[src/rtl/cfg_loader.sv]
// cfg_loader: serializes one config-chain frame per command.
// Frame = target ID (MSB first) + cmd_len payload bits (LSB first),
// then GAP_CYCLES idle cycles with the chain outputs low.
// Ports:
//   cmd_valid/cmd_ready/cmd_id/cmd_len  command handshake
//   dat_valid/dat_ready/dat             payload word handshake
//   cfg_out_start/cfg_bit_out           registered chain outputs
//   busy, done, err_underrun, err_len   status
// Optional: define CFG_LOADER_PARITY_EN to append a parity bit.
module cfg_loader #(
  parameter int WORD_WIDTH = 32,
  parameter int ID_WIDTH   = 3,
  parameter int LEN_WIDTH  = 16,
  parameter int GAP_CYCLES = 2
) (
  input  logic                  clk,
  input  logic                  crst,
  input  logic                  cmd_valid,
  output logic                  cmd_ready,
  input  logic [ID_WIDTH-1:0]   cmd_id,
  input  logic [LEN_WIDTH-1:0]  cmd_len,
  input  logic                  dat_valid,
  output logic                  dat_ready,
  input  logic [WORD_WIDTH-1:0] dat,
  output logic                  cfg_out_start,
  output logic                  cfg_bit_out,
  output logic                  busy,
  output logic                  done,
  output logic                  err_underrun,
  output logic                  err_len
);

  localparam int WIW =
    (WORD_WIDTH > 1) ? $clog2(WORD_WIDTH) : 1;
  localparam int HIW =
    (ID_WIDTH > 1) ? $clog2(ID_WIDTH) : 1;
  localparam int GIW =
    (GAP_CYCLES > 1) ? $clog2(GAP_CYCLES) : 1;

  typedef enum logic [2:0] {
    IDLE,
    HDR,
    PAY,
`ifdef CFG_LOADER_PARITY_EN
    PAR,
`endif
    GAP
  } state_t;

  state_t                state;
  logic [ID_WIDTH-1:0]   id_q;
  logic [HIW-1:0]        hdr_idx;
  logic [LEN_WIDTH-1:0]  bit_cnt;
  logic [LEN_WIDTH-1:0]  words_left;
  logic [LEN_WIDTH-1:0]  words_need;
  logic [LEN_WIDTH:0]    len_round;
  logic [WIW-1:0]        widx;
  logic [GIW-1:0]        gap_cnt;
  logic [WORD_WIDTH-1:0] mem [2];
  logic                  wp;
  logic                  rp;
  logic [1:0]            cnt;
  logic                  cmd_fire;
  logic                  push;
  logic                  pop;
  logic                  emit;
  logic                  head_ok;
  logic                  pay_bit;
  logic                  slot_end;
`ifdef CFG_LOADER_PARITY_EN
  logic                  par;
`endif

  // emit: the next cycle shows a payload bit.
  // A missing head word yields a zero bit.
  always_comb begin
    cmd_fire  = cmd_valid & cmd_ready;
    head_ok   = cnt != 2'd0;
    pay_bit   = head_ok & mem[rp][widx];
    slot_end  = widx == WIW'(WORD_WIDTH - 1);
    emit      = (state == HDR && hdr_idx == '0)
             || (state == PAY
                 && bit_cnt != LEN_WIDTH'(1));
    pop       = emit & slot_end & head_ok;
    push      = dat_valid & dat_ready;
    len_round = {1'b0, cmd_len}
              + (LEN_WIDTH+1)'(WORD_WIDTH - 1);
    words_need = LEN_WIDTH'(len_round
               / (LEN_WIDTH+1)'(WORD_WIDTH));
  end

  assign busy = state != IDLE;
  assign dat_ready = (state == HDR || state == PAY)
                  && cnt != 2'd2
                  && words_left != '0;

  always_ff @(posedge clk) begin
    if (push) mem[wp] <= dat;
  end

  always_ff @(posedge clk or posedge crst) begin
    if (crst) begin
      wp         <= 1'b0;
      rp         <= 1'b0;
      cnt        <= 2'd0;
      words_left <= '0;
    end else if (cmd_fire) begin
      wp         <= 1'b0;
      rp         <= 1'b0;
      cnt        <= 2'd0;
      words_left <= words_need;
    end else begin
      if (push) begin
        wp         <= ~wp;
        words_left <= words_left - LEN_WIDTH'(1);
      end
      if (pop) rp <= ~rp;
      case ({push, pop})
        2'b10:   cnt <= cnt + 2'd1;
        2'b01:   cnt <= cnt - 2'd1;
        default: cnt <= cnt;
      endcase
    end
  end

  always_ff @(posedge clk or posedge crst) begin
    if (crst) begin
      state         <= IDLE;
      cmd_ready     <= 1'b0;
      cfg_out_start <= 1'b0;
      cfg_bit_out   <= 1'b0;
      done          <= 1'b0;
      err_underrun  <= 1'b0;
      err_len       <= 1'b0;
      id_q          <= '0;
      hdr_idx       <= '0;
      bit_cnt       <= '0;
      widx          <= '0;
      gap_cnt       <= '0;
`ifdef CFG_LOADER_PARITY_EN
      par           <= 1'b0;
`endif
    end else begin
      cfg_out_start <= 1'b0;
      done          <= 1'b0;
      err_len       <= 1'b0;
      if (emit) begin
        cfg_bit_out <= pay_bit;
`ifdef CFG_LOADER_PARITY_EN
        par         <= par ^ pay_bit;
`endif
        if (!head_ok) err_underrun <= 1'b1;
        widx <= slot_end ? '0 : widx + WIW'(1);
      end
      unique case (state)
        IDLE: begin
          cmd_ready   <= 1'b1;
          cfg_bit_out <= 1'b0;
          if (cmd_fire) begin
            err_underrun <= 1'b0;
            id_q         <= cmd_id;
            bit_cnt      <= cmd_len;
            widx         <= '0;
`ifdef CFG_LOADER_PARITY_EN
            par          <= 1'b0;
`endif
            if (cmd_len == '0) begin
              err_len <= 1'b1;
            end else begin
              state         <= HDR;
              cmd_ready     <= 1'b0;
              cfg_out_start <= 1'b1;
              cfg_bit_out   <= cmd_id[ID_WIDTH-1];
              hdr_idx       <= HIW'(ID_WIDTH - 1);
            end
          end
        end
        HDR: begin
          if (hdr_idx != '0) begin
            hdr_idx     <= hdr_idx - HIW'(1);
            cfg_bit_out <= id_q[hdr_idx - HIW'(1)];
          end else begin
            state <= PAY;
          end
        end
        PAY: begin
          if (bit_cnt == LEN_WIDTH'(1)) begin
`ifdef CFG_LOADER_PARITY_EN
            state       <= PAR;
            cfg_bit_out <= par;
`else
            state       <= GAP;
            cfg_bit_out <= 1'b0;
            gap_cnt     <= GIW'(GAP_CYCLES - 1);
            done        <= GAP_CYCLES == 1;
`endif
          end else begin
            bit_cnt <= bit_cnt - LEN_WIDTH'(1);
          end
        end
`ifdef CFG_LOADER_PARITY_EN
        PAR: begin
          state       <= GAP;
          cfg_bit_out <= 1'b0;
          gap_cnt     <= GIW'(GAP_CYCLES - 1);
          done        <= GAP_CYCLES == 1;
        end
`endif
        GAP: begin
          cfg_bit_out <= 1'b0;
          if (gap_cnt == '0) begin
            state     <= IDLE;
            cmd_ready <= 1'b1;
          end else begin
            gap_cnt <= gap_cnt - GIW'(1);
            done    <= gap_cnt == GIW'(1);
          end
        end
        default: state <= IDLE;
      endcase
    end
  end

endmodule

[config.mk]
export PLATFORM = sky130hd
export DESIGN_NAME = cfg_loader
export DESIGN_NICKNAME = d
export VERILOG_FILES = /design/src/rtl/cfg_loader.sv
export SDC_FILE = /design/constraint.sdc
export NUM_CORES = 1
export LEC_CHECK = 0
export CAP_MARGIN = 20
export CORE_AREA = 8 8 117 119
export DETAILED_ROUTE_END_ITERATION = 12
export DIE_AREA = 0 0 125 127
export GPL_TIMING_DRIVEN = 0
export PLACE_DENSITY = 0.76
export SLEW_MARGIN = 15
export SYNTH_ARGS = -nofsm -noshare
export SYNTH_HDL_FRONTEND = slang
export SYNTH_SLANG_ARGS = --single-unit
[constraint.sdc]
create_clock -name clk -period 3.85 [get_ports clk]
set_input_delay 0.77 -clock clk [delete_from_list [all_inputs] [get_ports clk]]
set_output_delay 0.77 -clock clk [all_outputs]
set_load 0.1 [all_outputs]
== Yosys cells after proc, flatten, opt, wreduce, memory -nomap -nowiden ==
Memories as Yosys holds them, arrays and structs flattened.
Cells that the tools add are included.

* $add $sub $neg: 8
* Magnitude comparators: 2
* Eq/ne operators: 16
* Multiplexer cells: 55
* Bitwise logic cells: 7
* Reduce and logical (&&, ||, !) cells: 26

{| class="wikitable"
|+ Operator list
! cell !! number
|-
| 16-bit 2-to-1 mux || 4
|-
| 16-bit case mux with 2 select lines || 1
|-
| 16-bit by 1-bit subtractor with 16-bit output, second input constant || 2
|-
| 1-bit 2-to-1 mux || 29
|-
| 5-bit 2-to-1 mux || 4
|-
| 16-bit by 5-bit adder with 17-bit output, second input constant || 1
|-
| 16-bit by 1-bit == test with 1-bit output, second input constant || 1
|-
| 16-bit zero test || 1
|-
| 16-bit by 1-bit inequality test with 1-bit output, second input constant || 1
|-
| 16-bit nonzero test || 1
|-
| 2-bit nonzero test || 8
|-
| 3-bit 2-to-1 mux || 5
|-
| 2-bit inequality test, second input constant || 6
|-
| 3-bit case mux with 4 select lines || 1
|-
| 2-bit 2-to-1 mux || 4
|-
| 2-bit case mux with 2 select lines || 2
|-
| 3-bit by 2-bit == test with 1-bit output, second input constant || 2
|-
| 5-bit by 6-bit less-than comparator with 1-bit output, second input constant || 1
|-
| 2-bit AND reduction || 3
|-
| 3-bit nonzero test || 2
|-
| 5-bit by 1-bit adder with 5-bit output, second input constant || 1
|-
| 1-bit AND || 5
|-
| 1-bit binary-select mux with 5-bit select || 1
|-
| 5-bit == test, second input constant || 1
|-
| 19 further kinds || 27
|}

* Register bits: 56
* RAM bits: 64
* Input bits: 55
* Output and inout bits: 8
* Memories: 1

{| class="wikitable"
|+ Memories
! name !! depth !! width !! read ports !! clocked after memory_dff !! wr ports !! line !! source
|-
| mem || 2 || 32 || 1 || 0 || 1 || 59 || <nowiki>logic [WORD_WIDTH-1:0] mem [2];</nowiki>
|}

== Logic depth before layout (Yosys ltp) ==
Gate-level depths: netlist of the first run.

* Depth in word-level cells: 8
* Mapped depth: 10

== Least setup slack after synthesis of the first run ==
Ideal clock, no wire load.

* Path kind: input-to-reg
* Start point: input dat_valid
* End point: memory mem[0][0] (enable)
* Library setup time: 0.421 ns
* Data arrival time: 2.467 ns
* Required time: 3.429 ns
* Setup slack: 0.962 ns
* Stages: 3
* Buffers on the path: 0
* Path through: and3_1 o21ai_1 nor2_1

* Word-level cells in the longest chain between the ends: 3

{| class="wikitable"
|+ Ends and longest elaborated chain
! what !! line !! source
|-
| start, declared || 22 || <nowiki>input logic dat_valid,</nowiki>
|-
| 1-bit AND || 85 || <nowiki>push = dat_valid & dat_ready;</nowiki>
|-
| 1-bit 2-to-1 mux || 98 || <nowiki>if (push) mem[wp] <= dat;</nowiki>
|-
| 1-bit 2-to-1 mux (not written as such) || 98 ||
|-
| end, declared || 59 ||
|}

Every way passes these cells.

== Final worst setup path of the first run ==
* Start point: register words_left[0]
* End point: output dat_ready

* Word-level cells in the longest chain between the ends: 2

{| class="wikitable"
|+ Ends and longest elaborated chain
! what !! line !! source
|-
| start, declared || 54 || <nowiki>logic [LEN_WIDTH-1:0] words_left;</nowiki>
|-
| start signal, assigned || 111 || <nowiki>words_left <= words_need;</nowiki>
|-
| start signal, assigned || 115 || <nowiki>words_left <= words_left - LEN_WIDTH'(1);</nowiki>
|-
| 16-bit nonzero test || 95 || <nowiki>&& words_left != '0;</nowiki>
|-
| 1-bit logical AND || 95 ||
|-
| end, declared || 23 || <nowiki>output logic dat_ready,</nowiki>
|}

Every way passes these cells.

==> impl_results.md, run 1 <==
- Pint: 3.56 mW
- Clock root buffer: clkbuf_16
- Worst Setup Path Type: reg -> out
- Clk sinks: 119
- Max cap viols: 0
- Asr flop ratio synth: 46.2%
- Die H: 127 um
- Worst VDD drop: 0.445 mV
- RSZ-0062 raised after global routing: false
- FF-to-FF setup slack: 1.34 ns
- Top-area cell type share of the netlist area: 33.0%
- EDFF count, synth: 64
- Die Area: 15,900 um^2
- Worst Path Required: 3.08 ns
- Vias per cell: 5.92
- Peak Freq: 0.270 GHz
- Sequential cell area: 3300 um^2
- Largest net degree at the start of global routing: 33
- Clk buf depth: 2
- Rows: 40
- Commonest non-fill, non-tap cell in the layout: edfxtp_1
- Final Setup Violations: 0
- Placed cell areas: 6680 um^2
- Grt ovf: 0
- Worst-path clk slew: 0.06 ns
- Register area share after synthesis: 56.6%
- Pwr/cell area: 803 nW/um^2
- Synth Register Bits: 119
- Switching power: 2.26 mW
- Max Slew Vio Count: 0
- Clock power share: 26.1%
- R2R cell count: 6
- Antenna Nets Post-Route: 0
- Hold_buf cts: 0
- Startpoint types: flop
- Main synth FF type: edfxtp_1
- Slew margin rel.: 34.5%
- # nets final: 632
- First-pass GRT wire length: 21,600 um
- Critical Path AT: 2.93 ns
- WL/cell: 18.1 um
- H-Tree Depth: 4
- Hpwl dp: 9200 um
- Number of global-route vias before repair: 4,280
- Post-CTS setup buffer count: 0
- Fillers: 919
- Gr usage total: 17.2%
- Share of post-route cells with drive strength above 1: 11.3%
- CP endpoint kind: output port
- Top-Level Pins: 63
- Top cells by area, synth: edfxtp_1 (33%), dfrtp_1 (24%), mux4_2 (3.9%)
- Initial DRC count: 426
- Post-CTS sizing: 0
- WL final: 13,100 um
- Starting density of the core: 49.4%
- Post-Syn Area: 5830 um^2
- Mapped Cells: 483
- Library cells used by synthesis: 62
- Yosys warnings: 0
- Cell accounting for the most synthesized area: edfxtp_1
- Worst Hold Class: reg -> reg
- Most frequent cells in the layout: edfxtp_1 (64), clkdlybuf4s50_1 (61), dfrtp_1 (55), nand2_1 (38), nor2_1 (38)
- Area growth syn-to-layout: 24.3%
- Clock skew: 0.00630 ns
- Die X-Extent: 125 um
- Antenna fix cells: 0
- Switch share: 38.8%
- Design Power: 5.82 mW
- Combinational Power Share: 38.1%
- Inserted Clock Buffers: 17
- Core area: 11,800 um^2
- Crit-path max FO: 5
- Final min period: 3.70 ns
- Area occupied by multi-input gates: 2390 um^2
- CTS tree: built
- Syn_area_per_cell: 12.1 um^2
- Drt pass-1 iters: 7
- Initial antenna violation count: 0
- Mapped Nets: 550
- Least-Margin Pin Slew: 0.979 ns
- Residual DRC count: 0
- Flop pwr share: 35.8%
- Post-Route Utilization: 61.4%
- GP Congestion: 0.869
- Hold Vio Cnt, Final: 0
- Port Buffers: 61
- Fin area: 7250 um^2
- Final clock period utilization by the worst path: 96.1%
- Via count: 4,288
- Status: completed
- Clock Latency Late Sink: 0.42 ns
- Worst Hold Depth: 2
- Leakage: 2.65 nW
-- logic make-up (layout without fill, tap and decap cells) --
| group | count (synthesis) | in the layout | share of synthesized area [%] |
|---|---|---|---|
| multiplexers | 30 | 30 | 9.06 |
| XOR/XNOR | 24 | 24 | 3.61 |
| flip-flops | 119 | 119 | 56.6 |
| AO/OA/AOI/OAI | 102 | 102 | 11.0 |
| adder cells (fa/ha/maj) | 12 | 12 | 2.58 |
| buffers and inverters | 35 | 129 | 2.64 |
| AND/OR/NAND/NOR | 161 | 161 | 14.5 |
-- area by class of cell --
cell class	count	share of cell area (%)
well taps	147	2.54
repair buffers	63	9.08
flip-flops and latches	119	45.5
inverters	15	0.777
multi-input cells	329	32.9
clock inverters	14	1.95
plain buffers	20	1.35
clock buffers	17	5.87
-- registers in the layout, summed over array words and instances, names as in the netlist, 2 cells and up --
register    flops
bit_cnt        16
id_q            3
widx            5
state           2
hdr_idx         2
cnt             2
words_left     16
mem            64
-- per-layer routing --
| metal | GRT usage (%) | routed length (um) | vias to the layer above |
|---|---|---|---|
| met5 | 0 | 0 | - |
| met4 | 6.30 | 227 | 0 |
| met3 | 5.07 | 685 | 28 |
| met2 | 28.3 | 6500 | 143 |
| met1 | 21.2 | 5680 | 2117 |
| li1 | - | - | 2000 |
-- stage by stage --
stage / instances / TNS, ns / setup WS [ns] / hold WS, ns
detailed placement: 693 / 0 / 0.665 / 0.460
finish: 724 / 0 / 0.150 / 0.472
CTS: 724 / 0 / 0.195 / 0.475
floorplan: 483 / 0 / 0.962 / 0.438
global route: 724 / 0 / 0.0166 / 0.482
global placement: 691 / -8.81 / -0.277 / 0.457
-- path summary, 6_finish.rpt --
kind                                   to          start
max in group asynchronous  words_left[11]           crst
setup reg to reg               mem[1][23]       state[0]
hold reg to reg                   id_q[1]        id_q[1]
setup / recovery                dat_ready  words_left[0]
hold / removal                    id_q[1]        id_q[1]
min in group asynchronous      hdr_idx[0]           crst
-- synthesized netlist by cell type (10+ instances only) --
cell	number
ha_1	12
xnor2_1	15
nand3_1	10
nor2_1	39
edfxtp_1	64
inv_1	15
mux4_2	10
dfrtp_1	55
mux2i_1	10
nor3_1	18
o21ai_0	19
a21oi_1	28
nand2_1	38
-- power by group through the flow --
stage / clock network [mW] / registers [mW] / logic [mW]
after floorplan: 0 / 2.14 / 1.53
after global placement: 0 / 2.08 / 2.10
after detailed placement: 0 / 2.09 / 2.20
after CTS: 1.54 / 2.08 / 2.21
after global routing: 1.60 / 2.13 / 2.43
final: 1.52 / 2.08 / 2.22
-- worst max-delay path: stages (launching register included) --
cell and delay (ns):
dfrtp_1 0.42, inv_1 0.10, ha_1 0.15, nor4b_1 0.30, nand4b_1 0.26, o211a_1 0.31
clkdlybuf4s50_1 0.97
Note: power is estimated with default switching activity, not from simulation.
==> inputs of run 2 (changes only) <==
==> config.mk (replaced) <==
export PLATFORM = sky130hd
export DESIGN_NAME = cfg_loader
export DESIGN_NICKNAME = d
export VERILOG_FILES = /design/src/rtl/cfg_loader.sv
export SDC_FILE = /design/constraint.sdc
export NUM_CORES = 1
export LEC_CHECK = 0
export ABC_AREA = 1
export CAP_MARGIN = 20
export CORE_AREA = 8 8 122 124
export DETAILED_ROUTE_END_ITERATION = 12
export DIE_AREA = 0 0 130 132
export GPL_TIMING_DRIVEN = 0
export PLACE_DENSITY = 0.75
export SLEW_MARGIN = 15
export SYNTH_ARGS = -nofsm -noshare
export SYNTH_HDL_FRONTEND = slang
export SYNTH_SLANG_ARGS = --single-unit
export TNS_END_PERCENT = 5
==> run 2 against run 1 <==
  * Highest routed layer unchanged
  * Clock skew barely moved
  * Largest power group unchanged
  * Global-route usage rose by 1.5 points
  * Maximum frequency rose by 6.3%
  * Non-clock buffer count rose by 4
  * Via count rose by 24%
  * Sequential share of layout area fell by 3.6 points
  * Largest cell class unchanged
  * Sequential cell count did not move
  * Worst hold slack improved by 0.0061 ns
  * Register-to-register slack improved by 0.22 ns
  * First-iteration DRC count rose by 5.9%
  * Critical endpoint unchanged
==> impl_results.md, run 2 <==
- Initial antenna violation count: 0 (unchanged)
- Via count: 5,314 (was 4,288)
- Post-Route Utilization: 60.7% (was 61.4%)
- Worst Hold Class: reg -> reg (unchanged)
- # nets final: 893 (was 632)
- Slew margin rel.: 34.5% (about the same)
- Hold WS: 0.478 ns (was 0.472 ns)
- Post-CTS sizing: 0 (unchanged)
- Rows: 42 (was 40)
- Max cap viols: 0 (unchanged)
- CP dominant cell by count: inv_1
- Drt pass-1 iters: 5 (was 7)
- Clock skew: 0.00671 ns (was 0.00630 ns)
- Starting density of the core: 48.5% (was 49.4%)
- Most frequent cell after synthesis: nand2_1 (was edfxtp_1)
- CP endpoint kind: output port (unchanged)
- Clk buf depth: 2 (unchanged)
- H-Tree Depth: 4 (unchanged)
- Grt ovf: 0 (unchanged)
- Worst Path Required: 3.08 ns (about the same)
- Initial DRC count: 451 (was 426)
- RSZ-0062 raised after global routing: false (unchanged)
- Mapped Cells: 742 (was 483)
- Clock root buffer: clkbuf_16 (unchanged)
- Switching power: 2.46 mW (was 2.26 mW)
- CP max stage cell: clkdlybuf4s50_1 (unchanged)
- EDFF count, synth: 64 (unchanged)
- CP Cell Sequence: inv_1, ha_1, inv_1, a21oi_4, nand2_1, inv_1, clkdlybuf4s50_1 (was inv_1, ha_1, nor4b_1, nand4b_1, o211a_1, clkdlybuf4s50_1)
- Antenna fix cells: 0 (unchanged)
- Residual DRC count: 0 (unchanged)
- First-pass GRT wire length: 25,400 um (was 21,600 um)
- WL final: 15,600 um (was 13,100 um)
- Top-Level Pins: 63 (unchanged)
- Fin cells: 1,015 (was 724)
- Largest net degree at the start of global routing: 35 (was 33)
- WL/cell: 15.3 um (was 18.1 um)
- Final min period: 3.48 ns (was 3.70 ns)
- Largest reg by FF count: mem (unchanged)
- Die Area: 17,200 um^2 (was 15,900 um^2)
- Mapped Nets: 809 (was 550)
- Flop pwr share: 32.4% (was 35.8%)
- Final clock period utilization by the worst path: 90.4% (was 96.1%)
- Post-CTS setup buffer count: 0 (unchanged)
- Critical Path AT: 2.71 ns (was 2.93 ns)
- Worst Setup Path Type: reg -> out (unchanged)
- Max Slew Vio Count: 0 (unchanged)
- Placed cell areas: 7220 um^2 (was 6680 um^2)
- Pint: 3.70 mW (was 3.56 mW)
- Largest regs: mem x64, bit_cnt x16, words_left x16 (unchanged)
- Dpl cells: 983 (was 693)
- Syn_area_per_cell: 8.48 um^2 (was 12.1 um^2)
- Leakage: 3.33 nW (was 2.65 nW)
- Post-Syn Area: 6290 um^2 (was 5830 um^2)
- Port Buffers: 62 (was 61)
- Gr usage total: 18.7% (was 17.2%)
- Antenna Nets Post-Route: 0 (unchanged)
- Die X-Extent: 130 um (was 125 um)
- Yosys warnings: 0 (unchanged)
- Hold Vio Cnt, Final: 0 (unchanged)
- Share of post-route cells with drive strength above 1: 10.5% (was 11.3%)
- Max reg flops: 64 (unchanged)
- Worst VDD drop: 0.607 mV (was 0.445 mV)
- Core area: 13,000 um^2 (was 11,800 um^2)
- Asr flop ratio synth: 46.2% (unchanged)
- Area growth syn-to-layout: 25.1% (was 24.3%)
- Die H: 132 um (was 127 um)
- Crit-path max FO: 5 (unchanged)
- Library cells used by synthesis: 44 (was 62)
- Commonest non-fill, non-tap cell in the layout: nand2_1 (was edfxtp_1)
- Clock Latency Late Sink: 0.41 ns (was 0.42 ns)
- Pwr/cell area: 782 nW/um^2 (was 803 nW/um^2)
- Switch share: 39.9% (was 38.8%)
- Top cells by area, synth: edfxtp_1 (31%), dfrtp_1 (22%), nand2_1 (9.9%) (was edfxtp_1 (33%), dfrtp_1 (24%), mux4_2 (3.9%))
- Final WS setup: 0.371 ns (was 0.150 ns)
- Status: completed (unchanged)
- Fin area: 7870 um^2 (was 7250 um^2)
- Largest delay contributor family on the critical path: buffers and inverters (unchanged)
- DP Worst Slack: 0.800 ns (was 0.665 ns)
- TNS Setup: 0 ns (unchanged)
- Clk sinks: 119 (unchanged)
- Design Power: 6.16 mW (was 5.82 mW)
- Inserted Clock Buffers: 17 (unchanged)
- CTS tree: built (unchanged)
- Peak Freq: 0.287 GHz (was 0.270 GHz)
- Main synth FF type: edfxtp_1 (unchanged)
- Synth Register Bits: 119 (unchanged)
- Synth cell count leaders: nand2_1 (166), nor2_1 (113), inv_1 (69) (was edfxtp_1 (64), dfrtp_1 (55), nor2_1 (39))
- Register area share after synthesis: 52.4% (was 56.6%)
- CP max stage delay: 1.12 ns (was 0.97 ns)
- Cell accounting for the most synthesized area: edfxtp_1 (unchanged)
- Top-area cell type share of the netlist area: 30.5% (was 33.0%)
- Hpwl dp: 11,100 um (was 9200 um)
- WP buf/inv: 4 (was 2)
- Clock power share: 28.1% (was 26.1%)
- Worst-path clk slew: 0.06 ns (about the same)
- GP Congestion: 0.908 (was 0.869)
- Most frequent cells in the layout: nand2_1 (166), nor2_1 (111), inv_1 (68), edfxtp_1 (64), clkdlybuf4s50_1 (62) (was edfxtp_1 (64), clkdlybuf4s50_1 (61), dfrtp_1 (55), nand2_1 (38), nor2_1 (38))
- Startpoint types: flop (unchanged)
- Final Setup Violations: 0 (unchanged)
- Hold_buf cts: 0 (unchanged)
- Combinational Power Share: 39.5% (was 38.1%)
- Least-Margin Pin Slew: 0.979 ns (about the same)
- Vias per cell: 5.24 (was 5.92)
- Number of global-route vias before repair: 5,311 (was 4,280)
==> run 2: cell types whose count changed in the layout (fill, tap and decap cells not counted), moves of 12 or more <==
cell     change
nand2_1    +128
nor2_1      +73
inv_1       +54
o21ai_0     +38
nand3_1     +37
a21oi_1     +14
xnor2_1     -12
==> run 2: kinds of logic after synthesis <==
logic type | Yosys count | share of synthesized area (%)
and+or+nand+nor | 380 | 26.2
AOI/OAI and AO/OA | 126 | 11.1
DFF | 119 | 52.4
buffers and inverters | 95 | 6.54
adders and majority gates | 12 | 2.39
xor gates and xnor gates | 10 | 1.39
==> run 2: worst reg2reg max path: cells and delay by family, from the launching register on <==
family	cells	cell delay (ns)
compound gates	1	0.18
buf+inv	3	0.39
flops	1	0.43
fa+ha+maj	1	0.28
simple gates	2	0.72
==> run 2: final timing paths <==
kind	startpoint	to	slack, ns	cells after the start
worst max-delay path	state[0]	dat_ready	0.37	7
worst min-delay path	id_q[2]	id_q[2]	0.48	2
worst max register to register	state[0]	mem[1][29]	1.56	7
worst min register to register	id_q[2]	id_q[2]	0.48	2
max in group asynchronous	crst	words_left[15]	2.61	3
min in group asynchronous	crst	bit_cnt[15]	0.68	2
==> run 2: power by group through the flow <==
stage                     clock network [mW]  logic, mW  registers, mW
final                                   1.73       2.43           1.99
after global routing                    1.81       2.70           2.04
after CTS                               1.74       2.43           1.99
after detailed placement                   0       2.40           2.01
after global placement                     0       2.31           2.01
after floorplan                            0       1.65           2.09
==> run 2: layer usage <==
| layer | up-vias | wire [um] | track usage (%) |
|---|---|---|---|
| li1 | 2637 | - | - |
| met1 | 2521 | 6920 | 23.3 |
| met2 | 133 | 7670 | 31.0 |
| met3 | 23 | 778 | 4.13 |
| met4 | 0 | 207 | 7.04 |
| met5 | - | 0 | 0 |
==> run 2: cell type report <==
| type | count | area, um^2 |
|---|---|---|
| fill | 1120 | 5110 |
| sequential | 119 | 3300 |
| multi-input combinational | 528 | 2600 |
| timing repair buffer | 65 | 696 |
| clock buffer | 17 | 425 |
| inverter | 73 | 279 |
| clock inverter | 15 | 224 |
| tap | 176 | 220 |
| buffer | 22 | 133 |
==> inputs of run 3 (changes only) <==
--- a/config.mk
+++ b/config.mk
@@ -5,13 +5,12 @@
 export SDC_FILE = /design/constraint.sdc
 export NUM_CORES = 1
 export LEC_CHECK = 0
-export ABC_AREA = 1
 export CAP_MARGIN = 20
-export CORE_AREA = 8 8 122 124
+export CORE_AREA = 8 8 117 119
 export DETAILED_ROUTE_END_ITERATION = 12
-export DIE_AREA = 0 0 130 132
+export DIE_AREA = 0 0 125 127
 export GPL_TIMING_DRIVEN = 0
-export PLACE_DENSITY = 0.75
+export PLACE_DENSITY = 0.76
 export SLEW_MARGIN = 15
 export SYNTH_ARGS = -nofsm -noshare
 export SYNTH_HDL_FRONTEND = slang
==> results of run 3 <==
Final layout, timing and power as in run 1 (identical DEF).
